<file path="src/rtl/ucaspian_step_ctrl.sv">
// Time-step scheduler: accumulates host target time, waits for pipeline quiescence, pulses next_step.
// Optional stall watchdog built only when STEP_WATCHDOG_EN is defined.
module ucaspian_step_ctrl #(
    parameter int TIME_W      = 32,
    parameter int TARGET_W    = 8,
    parameter int NUM_DONE    = 5,
    parameter int SETTLE      = 2,
    parameter int WDOG_CYCLES = 65535
) (
    input  logic                clk,
    input  logic                reset,
    input  logic                clear,
    input  logic [NUM_DONE-1:0] stage_done,
    input  logic                out_busy,
    input  logic [TARGET_W-1:0] target_value,
    input  logic                target_waiting,
    output logic                target_ack,
    output logic                next_step,
    output logic [TIME_W-1:0]   time_current,
    output logic                time_remaining,
    output logic                time_update,
    input  logic                time_sent,
    output logic                core_active,
    output logic                stall_err
);

    localparam int CNT_W = (SETTLE > 1) ? $clog2(SETTLE) : 1;
    localparam logic [CNT_W-1:0] SETTLE_LAST = CNT_W'(SETTLE - 1);

    typedef enum logic [1:0] {
        ST_IDLE   = 2'd0,
        ST_SETTLE = 2'd1,
        ST_STEP   = 2'd2,
        ST_HOLD   = 2'd3
    } state_t;

    state_t              state_q, state_d;
    logic [CNT_W-1:0]    settle_cnt_q, settle_cnt_d;
    logic [TIME_W-1:0]   target_time_q, target_time_d;
    logic [TIME_W-1:0]   time_current_q, time_current_d;
    logic                time_remaining_q, time_remaining_d;
    logic                time_update_q, time_update_d;
    logic                target_ack_q, target_ack_d;
    logic                all_quiet;
    logic [TIME_W:0]     target_sum;

    assign all_quiet  = (&stage_done) && !out_busy;
    assign target_sum = {1'b0, target_time_q} + {{(TIME_W + 1 - TARGET_W){1'b0}}, target_value};

    always_comb begin
        state_d        = state_q;
        settle_cnt_d   = settle_cnt_q;
        target_time_d  = target_time_q;
        time_current_d = time_current_q;
        time_update_d  = time_update_q;
        target_ack_d   = 1'b0;

        // The ack flop doubles as a one-cycle accept lockout.
        if (target_waiting && !target_ack_q) begin
            target_time_d = target_sum[TIME_W] ? '1 : target_sum[TIME_W-1:0];
            target_ack_d  = 1'b1;
        end

        if (time_sent && time_update_q) begin
            time_update_d = 1'b0;
        end

        case (state_q)
            ST_IDLE: begin
                if (time_remaining_q) begin
                    state_d      = ST_SETTLE;
                    settle_cnt_d = '0;
                end
            end
            ST_SETTLE: begin
                if (!all_quiet) begin
                    settle_cnt_d = '0;
                end else if (settle_cnt_q == SETTLE_LAST) begin
                    state_d      = ST_STEP;
                    settle_cnt_d = '0;
                end else begin
                    settle_cnt_d = settle_cnt_q + 1'b1;
                end
            end
            ST_STEP: begin
                time_current_d = time_current_q + 1'b1;
                time_update_d  = 1'b1;
                state_d        = ST_HOLD;
            end
            ST_HOLD: begin
                if (!time_update_q) begin
                    state_d      = time_remaining_q ? ST_SETTLE : ST_IDLE;
                    settle_cnt_d = '0;
                end
            end
            default: state_d = ST_IDLE;
        endcase

        if (clear) begin
            state_d        = ST_IDLE;
            settle_cnt_d   = '0;
            target_time_d  = '0;
            time_current_d = '0;
            time_update_d  = 1'b0;
            target_ack_d   = 1'b0;
        end

        time_remaining_d = target_time_d > time_current_d;
    end

    always_ff @(posedge clk or posedge reset) begin
        if (reset) begin
            state_q          <= ST_IDLE;
            settle_cnt_q     <= '0;
            target_time_q    <= '0;
            time_current_q   <= '0;
            time_remaining_q <= 1'b0;
            time_update_q    <= 1'b0;
            target_ack_q     <= 1'b0;
        end else begin
            state_q          <= state_d;
            settle_cnt_q     <= settle_cnt_d;
            target_time_q    <= target_time_d;
            time_current_q   <= time_current_d;
            time_remaining_q <= time_remaining_d;
            time_update_q    <= time_update_d;
            target_ack_q     <= target_ack_d;
        end
    end

    assign target_ack     = target_ack_q && !clear;
    assign next_step      = (state_q == ST_STEP) && !clear;
    assign time_current   = time_current_q;
    assign time_remaining = time_remaining_q;
    assign time_update    = time_update_q;
    assign core_active    = (state_q != ST_IDLE) && !clear;

`ifdef STEP_WATCHDOG_EN
    localparam logic [15:0] WDOG_LIM = 16'(WDOG_CYCLES);

    logic [15:0] wdog_cnt_q, wdog_cnt_d;
    logic        stall_err_q, stall_err_d;

    always_comb begin
        wdog_cnt_d  = wdog_cnt_q;
        stall_err_d = stall_err_q;
        if (state_q == ST_SETTLE) begin
            if (state_d == ST_STEP) begin
                wdog_cnt_d = '0;
            end else if (wdog_cnt_q != 16'hFFFF) begin
                wdog_cnt_d = wdog_cnt_q + 16'd1;
            end
        end
        if (wdog_cnt_d == WDOG_LIM && state_q == ST_SETTLE && state_d != ST_STEP) begin
            stall_err_d = 1'b1;
        end
        if (clear) begin
            wdog_cnt_d  = '0;
            stall_err_d = 1'b0;
        end
    end

    always_ff @(posedge clk or posedge reset) begin
        if (reset) begin
            wdog_cnt_q  <= '0;
            stall_err_q <= 1'b0;
        end else begin
            wdog_cnt_q  <= wdog_cnt_d;
            stall_err_q <= stall_err_d;
        end
    end

    assign stall_err = stall_err_q;
`else
    assign stall_err = 1'b0;
`endif

endmodule

</file>
<file path="config.mk">
export PLATFORM = sky130hd
export DESIGN_NAME = ucaspian_step_ctrl
export DESIGN_NICKNAME = d
export VERILOG_FILES = /design/src/rtl/ucaspian_step_ctrl.sv
export SDC_FILE = /design/constraint.sdc
export NUM_CORES = 1
export LEC_CHECK = 0
export BUFFER_PORTS_ARGS = -buffer_cell sky130_fd_sc_hd__buf_2
export CORE_MARGIN = 4
export CORE_UTILIZATION = 57
export DETAILED_ROUTE_END_ITERATION = 16
export MAX_ROUTING_LAYER = met4
export PLACE_DENSITY = 0.76
export SYNTH_ARGS = -nofsm -noshare
export SYNTH_HDL_FRONTEND = slang
export SYNTH_SLANG_ARGS = --single-unit
</file>
<file path="constraint.sdc">
create_clock -name clk -period 4.7 [get_ports clk]
set_input_delay 0.47 -clock clk [delete_from_list [all_inputs] [get_ports clk]]
set_output_delay 0.47 -clock clk [all_outputs]
set_load 0.01 [all_outputs]
</file>
### Word-level counts from Yosys, hierarchy flattened

Index checks and enable logic that the tools add are counted.

| storage, ports and cells | value |
|---|---|
| word-level logic and storage cells | 57 |
| register bits | 70 |
| input bits | 19 |

| cells by class | value |
|---|---|
| order comparisons | 1 |
| reductions and logical operators | 16 |
| multiplexer cells | 23 |
| add/subtract/negate cells | 3 |
| equal/unequal tests | 7 |

Operators with widths:

| cell | count |
|---|---|
| $mux W32 | 5 |
| $add A32 B8 Y33 | 1 |
| $add A32 B1 Y32 const B | 1 |
| $gt A32 B32 Y1 | 1 |
| $ne A3 B3 Y1 const B | 4 |
| $mux W1 | 11 |
| $mux W2 | 5 |
| $pmux W2 S4 | 1 |
| $logic_and A1 B1 Y1 | 6 |
| $reduce_and A5 Y1 | 1 |
| $eq A2 B2 Y1 const B | 2 |
| $reduce_and A4 Y1 | 1 |
| $reduce_bool A4 Y1 | 1 |
| $logic_not A1 Y1 | 3 |
| $pmux W1 S3 | 1 |
| $reduce_and A3 Y1 | 1 |
| $reduce_bool A3 Y1 | 1 |
| $eq A2 B1 Y1 const B | 1 |
| $logic_not A2 Y1 | 1 |
| $reduce_bool A2 Y1 | 1 |
| $add A1 B1 Y1 const B | 1 |

### Logic depth before layout (Yosys ltp)

Gate-level depths: netlist (run 1).

| depth | value |
|---|---|
| depth after elaboration | 5 |
| gate-level depth with buffers | 16 |
| mapped depth without buffers | 15 |

### Worst setup path after synthesis (run 1)

Ideal clock, no wire load.

| timing path | value |
|---|---|
| kind | input to register |
| start | input target_value[0] |
| end | register time_remaining_q (netlist: time_remaining) |
| buffers on the path | 0 |
| setup slack | 1,241 ps |
| stages | 15 |
| setup time | 131 ps |
| data arrival time | 3,327 ps |
| cells stage by stage | ha_1 fa_1 a211oi_1 o21ai_0 a21oi_1 nor3_1 nor2_1 a21oi_1 ha_1 and4_1 nand2_1 nor2_1 a221o_1 o21ai_0 a31oi_1 |

| on the way | value |
|---|---|
| word-level cells in the longest chain between the ends | 5 |

Ends and longest elaborated chain:

| element | RTL line | source |
|---|---|---|
| start, declared | 15 | `input logic [TARGET_W-1:0] target_value,` |
| $add A32 B8 Y33 | 48 | `assign target_sum = {1'b0, target_time_q} + {{(TIME_W + 1 - TARGET_W){1'b0}}, target_value};` |
| $mux W32 | 60 | `target_time_d = target_sum[TIME_W] ? '1 : target_sum[TIME_W-1:0];` |
| $mux W32 | 59 | `if (target_waiting && !target_ack_q) begin` |
| $mux W32 | 99 | `if (clear) begin` |
| via target_time_d[7] | 39 | `logic [TIME_W-1:0] target_time_q, target_time_d;` |
| $gt A32 B32 Y1 | 108 | `time_remaining_d = target_time_d > time_current_d;` |
| via time_remaining_d | 41 | `logic time_remaining_q, time_remaining_d;` |
| end signal, assigned | 125 | `time_remaining_q <= time_remaining_d;` |
| end, declared | 41 |  |

The timed path passes the listed nets, and every way through them passes these cells.
A chain may end at the register's enable or synchronous reset.

### Worst setup path after layout (run 1)

| timing path | value |
|---|---|
| start | register target_time_q[0] |
| end | register time_remaining_q (netlist: time_remaining) |

| on the way | value |
|---|---|
| word-level cells in the longest chain between the ends | 5 |

Ends and longest elaborated chain:

| element | RTL line | source |
|---|---|---|
| start, declared | 39 |  |
| start signal, assigned | 123 | `target_time_q <= target_time_d;` |
| $add A32 B8 Y33 | 48 |  |
| $mux W32 | 60 |  |
| $mux W32 | 59 |  |
| $mux W32 | 99 |  |
| via target_time_d[5] | 39 |  |
| $gt A32 B32 Y1 | 108 |  |
| via time_remaining_d | 41 |  |

The timed path passes the listed nets, and every way through them passes these cells.

==> impl_summary.log, run 1 <==
INFO  metric rows = 33
INFO  metric hold_buffers = 0
INFO  metric setup_viol_count_final = 0
INFO  metric holdCritPathClass = in -> async
INFO  metric internal-power = 1.05 mW
INFO  metric fin_setup_tns = 0 ns
INFO  metric fraction_of_registers_with_async_set_or_reset_after_synthesis = 100%
INFO  metric cts_setup_buffers = 0
INFO  metric design.die.area = 9920 um2
INFO  metric ant_nets = 0
INFO  metric n_antenna_cell = 0
INFO  metric avgRoutedWirePerCell = 16.1 um
INFO  metric p_sw = 424 uW
INFO  metric power.leakage = 2.70 nW
INFO  metric remaining_drc_errors = 0
INFO  metric detail_route.first_pass.iterations = 5
INFO  metric fp.dieH = 99.6 um
INFO  metric power-per-cell-area = 275 nW/um2
INFO  metric p_comb_share = 18.7%
INFO  metric routed_wl = 11.0 mm
INFO  metric floorplan.die.width = 99.6 um
INFO  metric cts.htree.levels = 3
INFO  metric worst_clock_skew = 0.00919 ns
INFO  metric timing.critical_path.to_type = register
INFO  metric detailedPlacementHpwl = 8.25 mm
INFO  metric rsz0062_at_grt = false
INFO  metric drive_above_1_share = 20.9%
INFO  metric worst_ep_required_time = 4.92 ns
INFO  metric crit_arrival = 4.08 ns
INFO  metric yosys.area.top_type = sky130_fd_sc_hd__dfrtp_1
INFO  metric holdWs = 0.380 ns
INFO  metric cts_made_buffers = 9
INFO  metric synthesis.instances = 520
INFO  metric final_design_area_no_fill = 5380 um2
INFO  metric dr_total_vias = 4020
INFO  metric grt_max_degree = 71
INFO  metric place.gp.congestion = 0.819
INFO  metric synth_area_leaders = sky130_fd_sc_hd__dfrtp_1 (37%), sky130_fd_sc_hd__ha_1 (12%), sky130_fd_sc_hd__xor2_1 (6.0%), sky130_fd_sc_hd__a21oi_1 (4.3%), sky130_fd_sc_hd__or2_2 (3.7%)
INFO  metric worst_path_max_fanout = 8
INFO  metric tritoncts = built
INFO  metric final_net_count = 641
INFO  metric ctsRootBufferMaster = sky130_fd_sc_hd__clkbuf_8
INFO  metric detail_route.vias_per_cell = 5.87
INFO  metric postcts_resize_cnt = 0
INFO  metric slew_violations = 0
INFO  metric synth-edff-count = 0
INFO  metric syn_to_final_growth = 12.5%
INFO  metric timing_hold_violations_final = 0
INFO  metric grt_antenna_before_repair = 0
INFO  metric seq_total_area_yosys = 36.6%
INFO  metric grt_first_pass_wirelength = 18.8 mm
INFO  metric ys_seq_elements = 70
INFO  metric layout_min_cycle_time = 3.86 ns
INFO  metric slew_at_the_pin_closest_to_its_max_slew_limit = 0.893 ns
INFO  metric ys_warn_count = 0
INFO  metric synth_ff_type = sky130_fd_sc_hd__dfrtp_1
INFO  metric syn_area_per_cell = 9.20 um2
INFO  metric synth_cell_type_count = 55
INFO  metric pin_count = 57
INFO  metric initial_utilization = 58.5%
INFO  metric relSlewSlack = 40.5%
INFO  metric synth.top_cell.area_share = 36.6%
INFO  metric total_power_of_the_final_layout = 1.48 mW
INFO  metric layout_worst_path_cycle_share = 82.2%
INFO  metric multi_input_comb_area = 2850 um2
INFO  metric clock_sink_count = 70
INFO  metric grt_pass1_vias = 3807
INFO  metric core_region_area = 8180 um2
INFO  metric power.sequential.fraction = 44.3%
INFO  metric syn-cell-area = 4780 um2
INFO  metric critPathKind = reg -> reg
INFO  metric switching_share = 28.7%
INFO  metric clk_transition_reported_paths = 0.08 ns
INFO  metric postPlaceCellArea = 5160 um2
INFO  metric status = completed
INFO  metric global_route.usage.total = 24.1%
INFO  metric max-vdd-ir-drop = 0.161 mV
INFO  metric ctsLongestPathBuffers = 2
INFO  metric postSynthNetCount = 586
INFO  metric clkLatencyLatePin = 0.34 ns
INFO  metric seq_area = 1750 um2
INFO  metric maxClockFrequency = 259 MHz
INFO  metric fill_cells = 682
INFO  metric detailedRoute.firstIterationViolations = 262
INFO  metric maxCapViolCount = 0
INFO  metric grt_ovf = 0
INFO  metric clock_power_share = 36.9%
INFO  metric numPortBuffers = 55
INFO  metric category_of_the_worst_setup_path_launch_point = register
## synth_stat cells (all sizes together), types with 8 or more instances
| master | count |
|---|---|
| or2 | 28 |
| nand4 | 18 |
| clkbuf | 13 |
| nand3 | 28 |
| nor3 | 10 |
| nand2 | 32 |
| nor4 | 8 |
| xnor2 | 14 |
| nor2 | 39 |
| dfrtp | 70 |
| and3 | 19 |
| a21oi | 41 |
| inv | 27 |
| xor2 | 33 |
| a21o | 9 |
| o21ai | 17 |
| ha | 46 |
## sequential cells by signal, summed over array words and instances, names as in the netlist
register        cells
target_time_q      32
time_current       32
state_q             2
settle_cnt_q        1
target_ack_q        1
time_remaining      1
time_update         1
## kinds of logic after synthesis
| kind of cell | Yosys count | share of synthesized area, % |
|---|---|---|
| simple gates | 210 | 24.9 |
| compound gates | 97 | 12.7 |
| flops | 70 | 36.6 |
| fa+ha+maj | 47 | 12.4 |
| xor+xnor | 47 | 8.60 |
| buf+inv | 44 | 3.74 |
| mux | 4 | 0.889 |
| other cells | 1 | 0.0784 |
## routing by layer
metal,track usage [%],wire length (um),up-vias
met5,-,0,-
met4,7.98,161,0
met3,2.73,528,16
met2,35.1,4910,107
met1,35.2,5410,1941
li1,-,-,1956
## through the flow
step | worst slack [ns] | utilization (%) | cells
after global routing | 0.565 | 65.8 | 685
after global placement | 0.739 | 63.1 | 669
final | 0.838 | 65.8 | 685
after floorplan | 1.24 | - | 520
after CTS | 0.898 | 65.8 | 685
after detailed placement | 0.698 | 63.1 | 669
## path summary, 6_finish.rpt
check / from / end / slack (ns) / cells after the start
max in group asynchronous: reset / target_time_q[12] / 3.74 / 3
worst min-delay path: reset / time_current[8] / 0.38 / 3
worst min register to register: settle_cnt_q / settle_cnt_q / 0.55 / 2
min in group clk: time_sent / time_update / 0.43 / 4
worst max register to register: target_time_q[0] / time_remaining / 0.84 / 15
worst max-delay path: target_time_q[0] / time_remaining / 0.84 / 15
## power groups by stage
stage | logic, mW | clock network, mW | registers (mW)
3_5_place_dp | 0.277 | 0 | 0.667
6_report | 0.277 | 0.546 | 0.655
5_1_grt | 0.315 | 0.585 | 0.660
2_1_floorplan | 0.194 | 0 | 0.665
4_1_cts | 0.279 | 0.559 | 0.655
3_3_place_gp | 0.269 | 0 | 0.667
## cell usage in the layout, fill, tap and decap left out, types with 9 or more instances in the layout
cell type	netlist	routed
sky130_fd_sc_hd__o21ai_0	17	17
sky130_fd_sc_hd__clkbuf_8	0	10
sky130_fd_sc_hd__dfrtp_1	70	70
sky130_fd_sc_hd__a21o_1	9	9
sky130_fd_sc_hd__buf_2	2	55
sky130_fd_sc_hd__inv_1	27	26
sky130_fd_sc_hd__nand3_1	28	28
sky130_fd_sc_hd__and3_1	19	19
sky130_fd_sc_hd__nand2_1	32	32
sky130_fd_sc_hd__nor2_1	39	39
sky130_fd_sc_hd__a21oi_1	41	41
sky130_fd_sc_hd__xor2_1	33	33
sky130_fd_sc_hd__nand4_1	17	17
sky130_fd_sc_hd__or2_2	28	28
sky130_fd_sc_hd__xnor2_1	14	14
sky130_fd_sc_hd__ha_1	46	46
## final cells by class
class,count,area share (%)
well taps,105,2.44
inverters,27,1.88
repair buffers,61,5.95
multi-input cells,406,53.0
flip-flops and latches,70,32.6
clock buffers,10,2.56
clock inverters,6,1.58
## worst max-delay path, stage by stage, from the launching register on
cell and delay (ns):
sky130_fd_sc_hd__dfrtp_1 0.38, sky130_fd_sc_hd__ha_1 0.21, sky130_fd_sc_hd__fa_1 0.44, sky130_fd_sc_hd__a211oi_1 0.32, sky130_fd_sc_hd__o21ai_0 0.20, sky130_fd_sc_hd__a21oi_1 0.23
sky130_fd_sc_hd__nor3_1 0.07, sky130_fd_sc_hd__nor2_1 0.41, sky130_fd_sc_hd__a21oi_1 0.22, sky130_fd_sc_hd__ha_1 0.36, sky130_fd_sc_hd__and4_1 0.19, sky130_fd_sc_hd__nand2_1 0.07
sky130_fd_sc_hd__nor2_1 0.05, sky130_fd_sc_hd__a221o_1 0.31, sky130_fd_sc_hd__o21ai_0 0.17, sky130_fd_sc_hd__a31oi_1 0.09
(Power assumes the default switching activity.)
==> inputs of run 2 (changes only) <==
Clock period 4.7 ns to 4 ns, I/O delays scaled along.
==> run 2 against run 1 <==
Effect of this change: via count decreased by 1.5%; worst setup slack got worse by 0.57 ns; highest routed layer unchanged; worst hold slack got worse by 0.077 ns; combinational power increased by 19%.
==> impl_summary.log, run 2 (synthesis gave the netlist of run 1 again) <==
INFO  metric avgRoutedWirePerCell = 15.8 um (-1.9%)
INFO  metric core_region_area = 8180 um2 (unchanged)
INFO  metric crit_family = simple AND/OR/NAND/NOR gates
INFO  metric numPortBuffers = 55 (unchanged)
INFO  metric holdCritPathClass = in -> async
INFO  metric ant_nets = 0 (unchanged)
INFO  metric fill_cells = 694 (+1.8%)
INFO  metric grt_max_degree = 81 (+14%)
INFO  metric fin_util = 65.7% (-0.11 points)
INFO  metric power-per-cell-area = 297 nW/um2 (+8.3%)
INFO  metric place.gp.congestion = 0.968 (+18%)
INFO  metric drive_above_1_share = 20.9% (about the same)
INFO  metric final_design_area_no_fill = 5370 um2 (-0.16%)
INFO  metric layout_worst_path_cycle_share = 93.3% (+11 points)
INFO  metric detailedPlacementHpwl = 8.14 mm (-1.4%)
INFO  metric power.leakage = 2.71 nW (+0.13%)
INFO  metric cts.htree.levels = 3 (unchanged)
INFO  metric layout.cells.most_common_list = sky130_fd_sc_hd__dfrtp_1 (70), sky130_fd_sc_hd__buf_2 (55), sky130_fd_sc_hd__ha_1 (46)
INFO  metric hold_buffers = 0 (unchanged)
INFO  metric number_of_stages_on_the_worst_setup_path = 13 (-2)
INFO  metric holdWs = 0.302 ns (-0.0775 ns)
INFO  metric ctsLongestPathBuffers = 2 (unchanged)
INFO  metric pre_cts_slack = 0.126 ns (-0.572 ns)
INFO  metric design.die.area = 9920 um2 (unchanged)
INFO  metric grt_first_pass_wirelength = 18.2 mm (-3.0%)
INFO  metric clkLatencyLatePin = 0.35 ns (about the same)
INFO  metric n_antenna_cell = 0 (unchanged)
INFO  metric pin_count = 57 (unchanged)
INFO  metric finalWorstSetupSlack = 0.267 ns (-0.571 ns)
INFO  metric total_power_of_the_final_layout = 1.60 mW (+8.1%)
INFO  metric cts_made_buffers = 9 (unchanged)
INFO  metric seq_area = 1750 um2 (unchanged)
INFO  metric clock_sink_count = 70 (unchanged)
INFO  metric status = completed
INFO  metric placedCellCount = 674 (+0.75%)
INFO  metric fp.dieH = 99.6 um (unchanged)
INFO  metric multi_input_comb_area = 2860 um2 (about the same)
INFO  metric slew_violations = 0 (unchanged)
INFO  metric grt_pass1_vias = 3700 (-2.8%)
INFO  metric crit_slowest_cell = sky130_fd_sc_hd__nor4_1
INFO  metric initial_utilization = 58.5% (unchanged)
INFO  metric slew_at_the_pin_closest_to_its_max_slew_limit = 1.06 ns (+0.167 ns)
INFO  metric timing.critical_path.to_type = register
INFO  metric setup_viol_count_final = 0 (unchanged)
INFO  metric r2r_depth = 13 (-2)
INFO  metric worst_clock_skew = 0.00682 ns (-0.00237 ns)
INFO  metric worst_ep_required_time = 4.27 ns (-0.65 ns)
INFO  metric postcts_resize_cnt = 0 (unchanged)
INFO  metric category_of_the_worst_setup_path_launch_point = register
INFO  metric crit_arrival = 4.00 ns (-0.08 ns)
INFO  metric timing_hold_violations_final = 0 (unchanged)
INFO  metric layout.cells.most_common = sky130_fd_sc_hd__dfrtp_1
INFO  metric max-vdd-ir-drop = 0.202 mV (+25%)
INFO  metric critPathKind = reg -> reg
INFO  metric final_cells = 690 (+0.73%)
INFO  metric grt_ovf = 0 (unchanged)
INFO  metric detailedRoute.firstIterationViolations = 193 (-26%)
INFO  metric routed_wl = 10.9 mm (-1.1%)
INFO  metric cts_setup_buffers = 0 (unchanged)
INFO  metric detail_route.vias_per_cell = 5.74 (-2.2%)
INFO  metric syn_to_final_growth = 12.3%
INFO  metric clk_transition_reported_paths = 0.07 ns (about the same)
INFO  metric dr_total_vias = 3959 (-1.5%)
INFO  metric layout_min_cycle_time = 3.73 ns (-0.129 ns)
INFO  metric grt_antenna_before_repair = 0 (unchanged)
INFO  metric maxCapViolCount = 0 (unchanged)
INFO  metric rsz0062_at_grt = false
INFO  metric postPlaceCellArea = 5210 um2 (+0.97%)
INFO  metric rows = 33 (unchanged)
INFO  metric fin_setup_tns = 0 ns (unchanged)
INFO  metric maxClockFrequency = 268 MHz (+3.5%)
INFO  metric ctsRootBufferMaster = sky130_fd_sc_hd__clkbuf_8
INFO  metric relSlewSlack = 29.3% (-11 points)
INFO  metric remaining_drc_errors = 0 (unchanged)
INFO  metric worst_path_max_fanout = 6 (-2)
INFO  metric tritoncts = built
INFO  metric floorplan.die.width = 99.6 um (unchanged)
INFO  metric global_route.usage.total = 23.8% (-0.34 points)
INFO  metric cpPeakStageDelay = 0.48 ns (+0.04 ns)
INFO  metric detail_route.first_pass.iterations = 4 (-1)
INFO  metric final_net_count = 646 (+0.78%)
INFO  metric critical_path_buf_inv_count = 1 (+1)
INFO  metric path_cells = inv_1 > ha_1 > and4_1 > nand3_1 > nor4_4 > nand3_1 > xor2_1 > or2_2 > ha_1 > nand4_1 > nor4_1 > o21ai_0 > a31oi_1
[run 2: area by class of cell]
cell class              instances  area share (%)
inverters                      27            1.89
clock buffers                  15            2.91
well taps                     105            2.45
flip-flops and latches         70            32.6
repair buffers                 66            6.89
multi-input cells             406            53.2
clock inverters                 1          0.0932
[run 2: power breakdown]
part / internal, mW / total, mW / switching [mW]
Combinational: 0.137 / 0.330 / 0.193
Clock: 0.243 / 0.496 / 0.254
Sequential: 0.737 / 0.772 / 0.0342
[run 2: layer usage]
metal  GRT usage (%)  routed length (um)  vias to the layer above
met3            4.14                 557                       24
met4            10.4                 284                        0
li1                -                   -                     1975
met2            34.1                4700                      105
met1            33.2                5340                     1855
met5               -                   0                        -
[run 2: worst reg2reg max path, stage by stage (launching register included)]
cell	delay, ns
sky130_fd_sc_hd__dfrtp_1	0.44
sky130_fd_sc_hd__inv_1	0.15
sky130_fd_sc_hd__ha_1	0.27
sky130_fd_sc_hd__and4_1	0.29
sky130_fd_sc_hd__nand3_1	0.22
sky130_fd_sc_hd__nor4_4	0.40
sky130_fd_sc_hd__nand3_1	0.16
sky130_fd_sc_hd__xor2_1	0.18
sky130_fd_sc_hd__or2_2	0.28
sky130_fd_sc_hd__ha_1	0.30
sky130_fd_sc_hd__nand4_1	0.14
sky130_fd_sc_hd__nor4_1	0.48
sky130_fd_sc_hd__o21ai_0	0.18
sky130_fd_sc_hd__a31oi_1	0.17
[run 2: worst paths after layout]
| kind | from | end | slack [ns] |
|---|---|---|---|
| max in group asynchronous | reset | time_current[20] | 2.82 |
| worst max-delay path | state_q[0] | time_remaining | 0.27 |
| worst min register to register | target_time_q[12] | target_time_q[12] | 0.54 |
| worst max register to register | state_q[0] | time_remaining | 0.27 |
| min in group clk | time_sent | time_update | 0.36 |
| worst min-delay path | reset | time_current[8] | 0.30 |
==> inputs of run 3 (changes only) <==
--- a/config.mk
+++ b/config.mk
@@ -12,3 +12,3 @@
 export MAX_ROUTING_LAYER = met4
-export PLACE_DENSITY = 0.76
+export PLACE_DENSITY = 0.78
 export SYNTH_ARGS = -nofsm -noshare
==> constraint.sdc (replaced) <==
create_clock -name clk -period 4 [get_ports clk]
set_input_delay 0.8 -clock clk [delete_from_list [all_inputs] [get_ports clk]]
set_output_delay 0.8 -clock clk [all_outputs]
set_load 0.01 [all_outputs]
==> run 3 against run 2 <==
Effect of this change: clock skew grew 0.0026 ns; via count grew 4.5%; worst setup slack gained 0.031 ns; die area is the same; critical path depth grew 2; worst hold slack gained 0.18 ns; combinational power grew 2%; wire length grew 2.3%; final cell count grew 1.6%; global-route usage grew 0.60 points; sequential share of layout area shrank 0.60 points; critical path type unchanged.
==> impl_summary.log, run 3 (synthesis gave the netlist of run 1 again) <==
INFO  metric timing.critical_path.to_type = register
INFO  metric p_sw = 494 uW (+2.8%)
INFO  metric ctsRootBufferMaster = sky130_fd_sc_hd__clkbuf_8
INFO  metric seq_area = 1750 um2 (unchanged)
INFO  metric floorplan.die.width = 99.6 um (unchanged)
INFO  metric detail_route.first_pass.iterations = 4 (unchanged)
INFO  metric grt_max_degree = 81 (unchanged)
INFO  metric grt_pass1_vias = 4044 (+9.3%)
INFO  metric routed_wl = 11.1 mm (+2.3%)
INFO  metric worst_ep_required_time = 4.22 ns (-0.05 ns)
INFO  metric category_of_the_worst_setup_path_launch_point = register
INFO  metric p_comb_share = 20.9% (+0.3 points)
INFO  metric crit_family = simple AND/OR/NAND/NOR gates
INFO  metric design.die.area = 9920 um2 (unchanged)
INFO  metric detail_route.vias_per_cell = 5.90 (+2.9%)
INFO  metric grt_first_pass_wirelength = 18.9 mm (+4.0%)
INFO  metric crit_slowest_cell = sky130_fd_sc_hd__dfrtp_1
INFO  metric status = completed
INFO  metric max-vdd-ir-drop = 0.187 mV (-7.5%)
INFO  metric dr_total_vias = 4139 (+4.5%)
INFO  metric tritoncts = built
INFO  metric rows = 33 (unchanged)
INFO  metric final_net_count = 657 (+1.7%)
INFO  metric place.gp.congestion = 0.889 (-8.2%)
INFO  metric layout.cells.most_common_list = sky130_fd_sc_hd__dfrtp_1 (70), sky130_fd_sc_hd__buf_2 (55), sky130_fd_sc_hd__ha_1 (46)
INFO  metric worst_clock_skew = 0.00941 ns (+0.00259 ns)
INFO  metric clkLatencyLatePin = 0.35 ns (about the same)
INFO  metric drive_above_1_share = 23.2% (+2.3 points)
INFO  metric cpPeakStageDelay = 0.44 ns (-0.04 ns)
INFO  metric grt_antenna_before_repair = 0 (unchanged)
INFO  metric multi_input_comb_area = 2870 um2 (+0.39%)
INFO  metric power-per-cell-area = 295 nW/um2 (-0.85%)
INFO  metric core_region_area = 8180 um2 (unchanged)
INFO  metric remaining_drc_errors = 0 (unchanged)
INFO  metric clock_sink_count = 70 (unchanged)
INFO  metric critical_path_buf_inv_count = 2 (+1)
INFO  metric worst_path_max_fanout = 6 (unchanged)
INFO  metric numPortBuffers = 55 (unchanged)
INFO  metric relSlewSlack = 61.1% (+32 points)
INFO  metric number_of_stages_on_the_worst_setup_path = 15 (+2)
INFO  metric grt_ovf = 0 (unchanged)
INFO  metric fp.dieH = 99.6 um (unchanged)
INFO  metric holdCritPathClass = in -> async
INFO  metric layout.cells.most_common = sky130_fd_sc_hd__dfrtp_1
INFO  metric clk_transition_reported_paths = 0.07 ns (about the same)
INFO  metric layout_min_cycle_time = 3.70 ns (-0.0314 ns)
INFO  metric slew_at_the_pin_closest_to_its_max_slew_limit = 0.584 ns (-0.476 ns)
INFO  metric holdWs = 0.486 ns (+0.184 ns)
INFO  metric ant_nets = 0 (unchanged)
INFO  metric pin_count = 57 (unchanged)
INFO  metric finalWorstSetupSlack = 0.298 ns (+0.0314 ns)
INFO  metric clock_power_share = 31.3% (+0.2 points)
INFO  metric layout_worst_path_cycle_share = 92.5% (-0.79 points)
INFO  metric path_cells = inv_1 > ha_1 > and4_1 > nand4_1 > buf_4 > nor2_2 > nand3_1 > xor2_1 > or2_2 > ha_1 > a21o_1 > a21o_1 > a221o_1 > o21ai_0 > a31oi_1
INFO  metric power.leakage = 2.76 nW (+2.1%)
INFO  metric internal-power = 1.12 mW (+0.25%)
INFO  metric syn_to_final_growth = 14.4%
INFO  metric switching_share = 30.6% (+0.52 points)
INFO  metric maxCapViolCount = 0 (unchanged)
INFO  metric cts_made_buffers = 9 (unchanged)
INFO  metric setup_viol_count_final = 0 (unchanged)
INFO  metric crit_arrival = 3.92 ns (-0.08 ns)
INFO  metric slew_violations = 0 (unchanged)
INFO  metric detailedRoute.firstIterationViolations = 263 (+36%)
INFO  metric power.sequential.fraction = 47.8% (-0.5 points)
INFO  metric avgRoutedWirePerCell = 15.9 um (+0.65%)
INFO  metric global_route.usage.total = 24.4% (+0.60 points)
INFO  metric timing_hold_violations_final = 0 (unchanged)
INFO  metric critPathKind = reg -> reg
INFO  metric hold_buffers = 0 (unchanged)
INFO  metric initial_utilization = 58.5% (unchanged)
INFO  metric fill_cells = 667 (-3.9%)
INFO  metric r2r_depth = 15 (+2)
INFO  metric detailedPlacementHpwl = 8.57 mm (+5.3%)
INFO  metric pre_cts_slack = -0.0194 ns (-0.145 ns)
INFO  metric n_antenna_cell = 0 (unchanged)
INFO  metric maxClockFrequency = 270 MHz (+0.85%)
INFO  metric ctsLongestPathBuffers = 2 (unchanged)
INFO  metric cts.htree.levels = 3 (unchanged)
-- run 3: cell types whose count changed in the layout (fill, tap and decap cells not counted), sizes merged --
cell      delta
clkinvlp     +1
buf         +11
clkbuf       -3
clkinv       +2
-- run 3: worst paths after layout --
| kind | startpoint | end | slack [ns] |
|---|---|---|---|
| max | state_q[0] | time_remaining | 0.30 |
| min | reset | time_current[8] | 0.49 |
| max reg2reg | state_q[0] | time_remaining | 0.30 |
| min reg2reg | time_update | time_update | 0.55 |
| max in group asynchronous | reset | target_time_q[13] | 2.52 |
| min in group clk | time_update | time_update | 0.55 |
-- run 3: final cells by class --
| class | count | share of cell area, % |
|---|---|---|
| well taps | 105 | 2.40 |
| repair buffers | 77 | 8.28 |
| clock buffers | 12 | 2.65 |
| flip-flops and latches | 70 | 32.0 |
| clock inverters | 4 | 0.412 |
| multi-input cells | 406 | 52.4 |
| inverters | 27 | 1.85 |
-- run 3: repair_timing --
item                                    in CTS  in global routing
buffers inserted                             0                  0
gates resized for setup                      0                  3
endpoints found under the setup margin       0                  1
-- run 3: power groups by stage --
stage	Clock, mW	Combinational, mW	Sequential (mW)
floorplan	0	0.228	0.781
global placement	0	0.321	0.783
detailed placement	0	0.336	0.785
CTS	0.519	0.338	0.771
global route	0.545	0.384	0.775
finish	0.505	0.337	0.772
-- run 3: metal layers --
metal	up-vias	wire, um	track usage [%]	part of all wire [%]
met5	-	0	-	0
met4	0	263	9.87	2.4
met3	19	631	3.72	5.7
met2	109	5110	37.7	46
met1	2020	5120	32.4	46
li1	1991	-	-	-
-- run 3: metrics by stage --
step	power [mW]	cells	TNS (ns)	util, %	instance area, um2
final	1.61	701	0	66.9	5470
after global routing	1.71	701	-0.00382	66.9	5470
after floorplan	1.01	520	0	-	4780
after global placement	1.10	685	0	64.7	5290
after detailed placement	1.12	685	-0.0194	64.7	5290
after CTS	1.63	701	0	66.8	5460
